==> src/rtl/booth_seq_mult.sv <==
// Iterative radix-2 Booth multiplier: one Booth step per clock over WIDTH+1 steps,
// with run-time signed/unsigned operands, optional negative clamp and valid/ready on both sides.
`timescale 1ns/1ps

module booth_seq_mult #(
  parameter int WIDTH     = 8,
  parameter int CLAMP_NEG = 0
) (
  input  logic               clk,
  input  logic               rst_n,
  input  logic               in_valid,
  output logic               in_ready,
  input  logic               is_signed,
  input  logic [WIDTH-1:0]   op_x,
  input  logic [WIDTH-1:0]   op_y,
  output logic               out_valid,
  input  logic               out_ready,
  output logic [2*WIDTH-1:0] product,
  output logic               neg,
  output logic               busy
);

  localparam int CW = $clog2(WIDTH + 2);

  typedef enum logic [1:0] {
    S_IDLE = 2'd0,
    S_RUN  = 2'd1,
    S_DONE = 2'd2
  } state_t;

  state_t               r_state;
  state_t               w_state_next;
  logic [WIDTH+1:0]     r_acc;
  logic [WIDTH:0]       r_q;
  logic                 r_e;
  logic [WIDTH:0]       r_y;
  logic [CW-1:0]        r_cnt;
  logic [2*WIDTH-1:0]   r_product;
  logic                 r_neg;

  logic [WIDTH+1:0]     w_y_ext;
  logic [WIDTH+1:0]     w_acc_sum;
  logic [WIDTH+1:0]     w_acc_sh;
  logic [WIDTH:0]       w_q_sh;
  logic                 w_e_sh;
  logic                 w_last;
  logic                 w_neg;
  logic [2*WIDTH-1:0]   w_prod;

  // Operands carry one extra bit so unsigned max and signed min both stay exact.
  assign w_y_ext = {r_y[WIDTH], r_y};
  assign w_last  = (r_cnt == CW'(WIDTH));

  always_comb begin
    w_acc_sum = r_acc;
    case ({r_q[0], r_e})
      2'b10:   w_acc_sum = r_acc - w_y_ext;
      2'b01:   w_acc_sum = r_acc + w_y_ext;
      default: w_acc_sum = r_acc;
    endcase
  end

  assign {w_acc_sh, w_q_sh, w_e_sh} = {w_acc_sum[WIDTH+1], w_acc_sum, r_q};
  assign w_neg  = w_acc_sh[WIDTH+1];
  assign w_prod = {w_acc_sh[WIDTH-2:0], w_q_sh};

  always_comb begin
    w_state_next = r_state;
    case (r_state)
      S_IDLE:  if (in_valid)  w_state_next = S_RUN;
      S_RUN:   if (w_last)    w_state_next = S_DONE;
      S_DONE:  if (out_ready) w_state_next = S_IDLE;
      default: w_state_next = S_IDLE;
    endcase
  end

  always_ff @(posedge clk) begin
    if (!rst_n) begin
      r_state   <= S_IDLE;
      r_acc     <= '0;
      r_q       <= '0;
      r_e       <= 1'b0;
      r_y       <= '0;
      r_cnt     <= '0;
      r_product <= '0;
      r_neg     <= 1'b0;
    end else begin
      r_state <= w_state_next;
      case (r_state)
        S_IDLE: begin
          if (in_valid) begin
            r_acc <= '0;
            r_e   <= 1'b0;
            r_cnt <= '0;
            r_q   <= {is_signed & op_x[WIDTH-1], op_x};
            r_y   <= {is_signed & op_y[WIDTH-1], op_y};
          end
        end
        S_RUN: begin
          r_acc <= w_acc_sh;
          r_q   <= w_q_sh;
          r_e   <= w_e_sh;
          r_cnt <= r_cnt + 1'b1;
          if (w_last) begin
            r_neg     <= w_neg;
            r_product <= ((CLAMP_NEG != 0) && w_neg) ? '0 : w_prod;
          end
        end
        default: ;
      endcase
    end
  end

  assign in_ready  = (r_state == S_IDLE);
  assign busy      = (r_state != S_IDLE);
  assign out_valid = (r_state == S_DONE);
  assign product   = r_product;
  assign neg       = r_neg;

endmodule

==> config.mk <==
export PLATFORM = sky130hd
export DESIGN_NAME = booth_seq_mult
export DESIGN_NICKNAME = d
export VERILOG_FILES = /design/src/rtl/booth_seq_mult.sv
export SDC_FILE = /design/constraint.sdc
export NUM_CORES = 1
export LEC_CHECK = 0
export CAP_MARGIN = 20
export CELL_PAD_IN_SITES_DETAIL_PLACEMENT = 0
export CELL_PAD_IN_SITES_GLOBAL_PLACEMENT = 2
export CORE_MARGIN = 1.5
export CORE_UTILIZATION = 31
export CTS_CLUSTER_DIAMETER = 150
export CTS_CLUSTER_SIZE = 25
export DETAILED_ROUTE_END_ITERATION = 6
export GPL_TIMING_DRIVEN = 1
export PLACE_DENSITY = 0.8
export SETUP_SLACK_MARGIN = 0.5
export SYNTH_ARGS = -nofsm -noshare
export SYNTH_HDL_FRONTEND = slang
export SYNTH_SLANG_ARGS = --single-unit
==> constraint.sdc <==
create_clock -name clk -period 3.25 [get_ports clk]
set_input_delay 0.4875 -clock clk [delete_from_list [all_inputs] [get_ports clk]]
set_output_delay 0.4875 -clock clk [all_outputs]
set_load 0.005 [all_outputs]
Yosys cells after proc, flatten, opt, wreduce, memory -nomap -nowiden
Index checks and enable logic that the tools add are counted.
Operators by class
  $add $sub $neg: 3
  $mul: 0
  div/mod/pow operators: 0
  order comparisons: 0
  equal/unequal tests: 8
  shift-type cells: 0
  muxes and demuxes: 13
  bitwise gates (word level): 2
  reductions and logical operators: 7
Operators by type and width (count)
  $pmux 10 s2: 2
  $pmux 9 s2: 1
  $add 10x10->10: 1
  $mux 10: 1
  $sub 10x10->10: 1
  $mux 9: 1
  $pmux 4 s2: 1
  $mux 2: 3
  $pmux 2 s3: 1
  $reduce_and 2->1: 3
  $add 4x1->4 const B: 1
  $eq 2x1->1 const B: 2
  $eq 2x2->1 const B: 2
  $eq 4x4->1 const B: 1
  $mux 4: 1
  $ne 2x2->1 const B: 2
  $reduce_bool 2->1: 2
  $reduce_and 3->1: 1
  $and 1x1->1: 2
  $logic_not 2->1: 1
  $ne 2x1->1 const B: 1
  $pmux 1 s2: 1
  $mux 1: 1
Word-level totals
  bits in registers: 52
  latch bits: 0
  memory bits (writable): 0
  bits in read-only memories: 0
  input bits: 21
  output and inout bits: 20
  logic and storage cells: 41
  memories kept: 0

Longest topological paths before layout
  depth after elaboration: 3
  mapped depth: 13
  depth with buffers taken out: 13

Least setup slack after synthesis
No wires, ideal clock.
  path kind: reg-to-reg
  from: register r_q[0]
  to: register r_acc[8]
  library setup time: 0.079 ns
  arrival: 2.555 ns
  data required time: 3.171 ns
  slack: 0.616 ns
  cell stages (with the launch flop): 13
  buffers on the path: 1
  period minus slack after synthesis: 2.634 ns
  cell sequence: dfxtp_1 > inv_1 > ha_1 > buf_6 > nor2_1 > xor2_1 > ha_1 > a21o_1 > a21oi_2 > a21oi_1 > or3_1 > a2111o_1 > o211ai_1
Between the ends
  word-level cells in the longest chain between the ends: 3
Ends and longest elaborated chain
  from (decl): line 34  | logic [WIDTH:0] r_q;
  from (signal assigned): line 95  | r_q <= {is_signed & op_x[WIDTH-1], op_x};
  from (signal assigned): line 101  | r_q <= w_q_sh;
  $eq 2x1->1 / $eq 2x2->1 (equally long branches): line 56  | case ({r_q[0], r_e})
  $pmux 10 s2 (*): line 56
  $pmux 10 s2 (*): line 89  | case (r_state)
  to (signal assigned): line 100  | r_acc <= w_acc_sh;
  to (decl): line 33  | logic [WIDTH+1:0] r_acc;
Every way passes the cells marked *; elsewhere a longest branch is shown, timed or not.
A chain may end at the register's enable or synchronous reset.

Worst setup path in the final report
Same ends and word-level chain as after synthesis.

==> run metrics <==
actual slew at the worst max-slew pin=0.860 ns; critical path class=flip-flop to flip-flop; Worst R2R Setup Slack=0.60 ns; Clk pin slew, worst setup/hold paths=approximately 0.10 ns; hold path depth=2; fin crit period=roughly 2.7 ns; setup TNS=0 ns; CP Capture Type=flip-flop; Reg2Reg Depth=11; Hold-fix buffers, CTS=0; Routed met1 length=3.65 mm; area of the mapped netlist=between 2000 and 3000 um2; port bufs=40; I/O pin count=between 40 and 50; highest routed layer=met4; Worst VDD drop=0.000162 V; crit path max fanout=6; Seq pwr share=0.453; Hold Path End=r_e; Post-synth EDFFs=0; hold wc startpoint=r_q[0]; RSZ-0062 raised after global routing=false; maxcap violations=0; met2 routed WL=approximately 3.6 mm; syn nets=384; Final Skew=roughly 0.0084 ns; # nets final=~430; total global-route track usage=0.171; Final setup viols=0; Switching Share=0.305; average via count per standard cell=a little over 5; Routed WL=7.46 mm; CTS tree=yes; reg2reg start=r_q[0]; CP required=between 3 and 4 ns; slew margin rel.=0.425; post-synthesis sequential area ratio=0.378; CORE AREA=roughly 8300 um2; final worst path period share=0.816; H-tree Lvls=2; total grt overflow=0; Pleak=about 1.4 nW; startpoint types=flip-flop; largest net degree at the start of global routing=43; status=finished, final reports clean; post-synthesis async set-or-reset flop share=0; Synth cell types=48; ratio of cells with drive above 1 in the final layout=0.120; Die W=between 90 and 100 um; Root Buffer=clkbuf_8; drt pass-1 iters=4; routability cong.=roughly 0.84; Clk pwr share=0.312; Gate Count Post-Synth=between 300 and 400; first-pass GRT wire length=between 10 and 15 mm; number of synthesized register bits=just over 50; initial antenna violation count=0; switching power=roughly 0.00046 W; worst path arrival time=2.89 ns; worst hold margin=0.454 ns; power density over the cells=about 430 nW/um2; starting density of the core=0.324; P_int=about 0.0010 W; Post-DRT Antenna Nets=0; Final Hold Vio Count=0; # DRC=0; fin worst setup slack=about 0.60 ns; DP Wirelength=around 5.2 mm; r2r endpoint=r_acc[8]; Combinational Power Share=0.235; via count=roughly 2,500; full die area=between 9000 and 10,000 um2; Pins Over Slew Limit=0; number of global-route vias before repair=2,374; Vert. Die Dim=approximately 96 um; Synth Warn #=0; WL/cell=between 10 and 15 um; # rows=33; Syn Area/Cell=~7.8 um2; Place WS=roughly 0.42 ns; Synth Flop Type=dfxtp_1; CTS buffer count=5; 1st-iter DRT viols=80; utilization after layout=0.417; Area Overhead vs Synth=28.7%; clock sinks=just over 50; maximum clock frequency=377 MHz; DR WL met3=158 um; worst skew pair latency=0.31 ns; Bufs on Longest Clock Path=2; worst hold path type=flip-flop to flip-flop; diodes inserted=0
[power groups by stage]
stage	combinational (W)	sequential, W	clock (W)
final	0.000351	0.000676	0.000466
after global routing	0.000394	0.000680	0.000502
after CTS	0.000317	0.000675	0.000486
after detailed placement	0.000312	0.000689	0
after global placement	0.000313	0.000689	0
after floorplan	0.000219	0.000680	0
[Yosys cell counts, types with 3 or more instances]
cell type,number,area [um2]
a211oi_1,4,30.0
a21o_1,4,30.0
a21oi_1,46,230
a311oi_1,6,52.6
a31oi_1,4,25.0
and2_1,4,25.0
clkbuf_1,19,71.3
dfxtp_1,51,1020
ha_1,14,175
inv_1,6,22.5
mux2i_1,4,40.0
nand2_1,61,229
nand2b_1,4,25.0
nand3_1,13,65.1
nor2_1,35,131
nor2b_1,3,18.8
nor3_1,9,45.0
o211ai_1,3,22.5
o21ai_0,7,35.0
o21ai_1,8,40.0
xnor2_1,4,35.0
xor2_1,9,78.8
[timing repair]
action	in CTS	in global routing
resized for setup	4	17
pin swaps	0	9
endpoints found under the setup margin	2	3
buffers inserted	0	9
[kinds of logic after synthesis]
kind of cell | after synthesis | share of synthesized area
adders and majority gates | 15 | 0.0723
muxes | 6 | 0.0232
xor gates and xnor gates | 13 | 0.0421
buffers and inverters | 28 | 0.0417
and+or+nand+nor | 143 | 0.238
AOI/OAI and AO/OA | 92 | 0.205
DFF | 51 | 0.378
[registers in the layout (all words and copies together) (netlist names)]
| name | cells |
|---|---|
| r_acc | 9 |
| product | 16 |
| r_e | 1 |
| r_cnt | 4 |
| neg | 1 |
| r_q | 9 |
| r_y | 9 |
| r_state | 2 |
[critical path: stages (launching register included)]
cell      delay, ns
dfxtp_1        0.34
inv_1          0.07
ha_4           0.18
nor2_2         0.11
xor2_1         0.19
ha_1           0.30
a21o_1         0.21
a21oi_2        0.18
a21oi_2        0.10
or3_4          0.39
a2111o_1       0.42
o211ai_1       0.09
[layer usage]
metal  global-route usage  vias to the layer above
met5                    0                        -
met4               0.0386                        0
met3               0.0276                        6
met2                0.291                       35
met1                0.226                     1205
li1                     -                     1303
[worst max path at each step]
stage,from,endpoint,depth (start not counted)
after floorplan,r_q[0],r_acc[8],12
after global placement,r_q[0],r_acc[7],10
after detailed placement,r_q[0],r_acc[8],10
after CTS,r_y[2],r_acc[8],12
after global routing,r_y[0],r_acc[8],13
final,r_q[0],r_acc[8],11
[area by class of cell]
class                      count  area (um2)
tap                          105         131
clock inverter                 3        46.3
sequential                    51        1030
clock buffer                   5        68.8
fill                         884        4860
multi-input combinational    269        1640
inverter                       7        26.3
timing repair buffer          58         536
[metrics by stage]
step,instances,total power [W],instance area [um2]
after detailed placement,481,0.00100,3210
after global routing,498,0.00157,3480
after CTS,489,0.00148,3340
final,498,0.00149,3480
after floorplan,348,0.000899,2700
after global placement,481,0.00100,3210
[layout by cell type (no fill, tap or decap), drive strengths merged, types with 9 or more instances in the layout]
cell type and instances:
nand2 61, a21oi 47, dfxtp 51, clkdlybuf4s50 40
o21ai 15, nand3 13, ha 14, buf 18
xor2 9, nor3 9, nor2 35
Note: power is estimated with default switching activity, not from simulation.
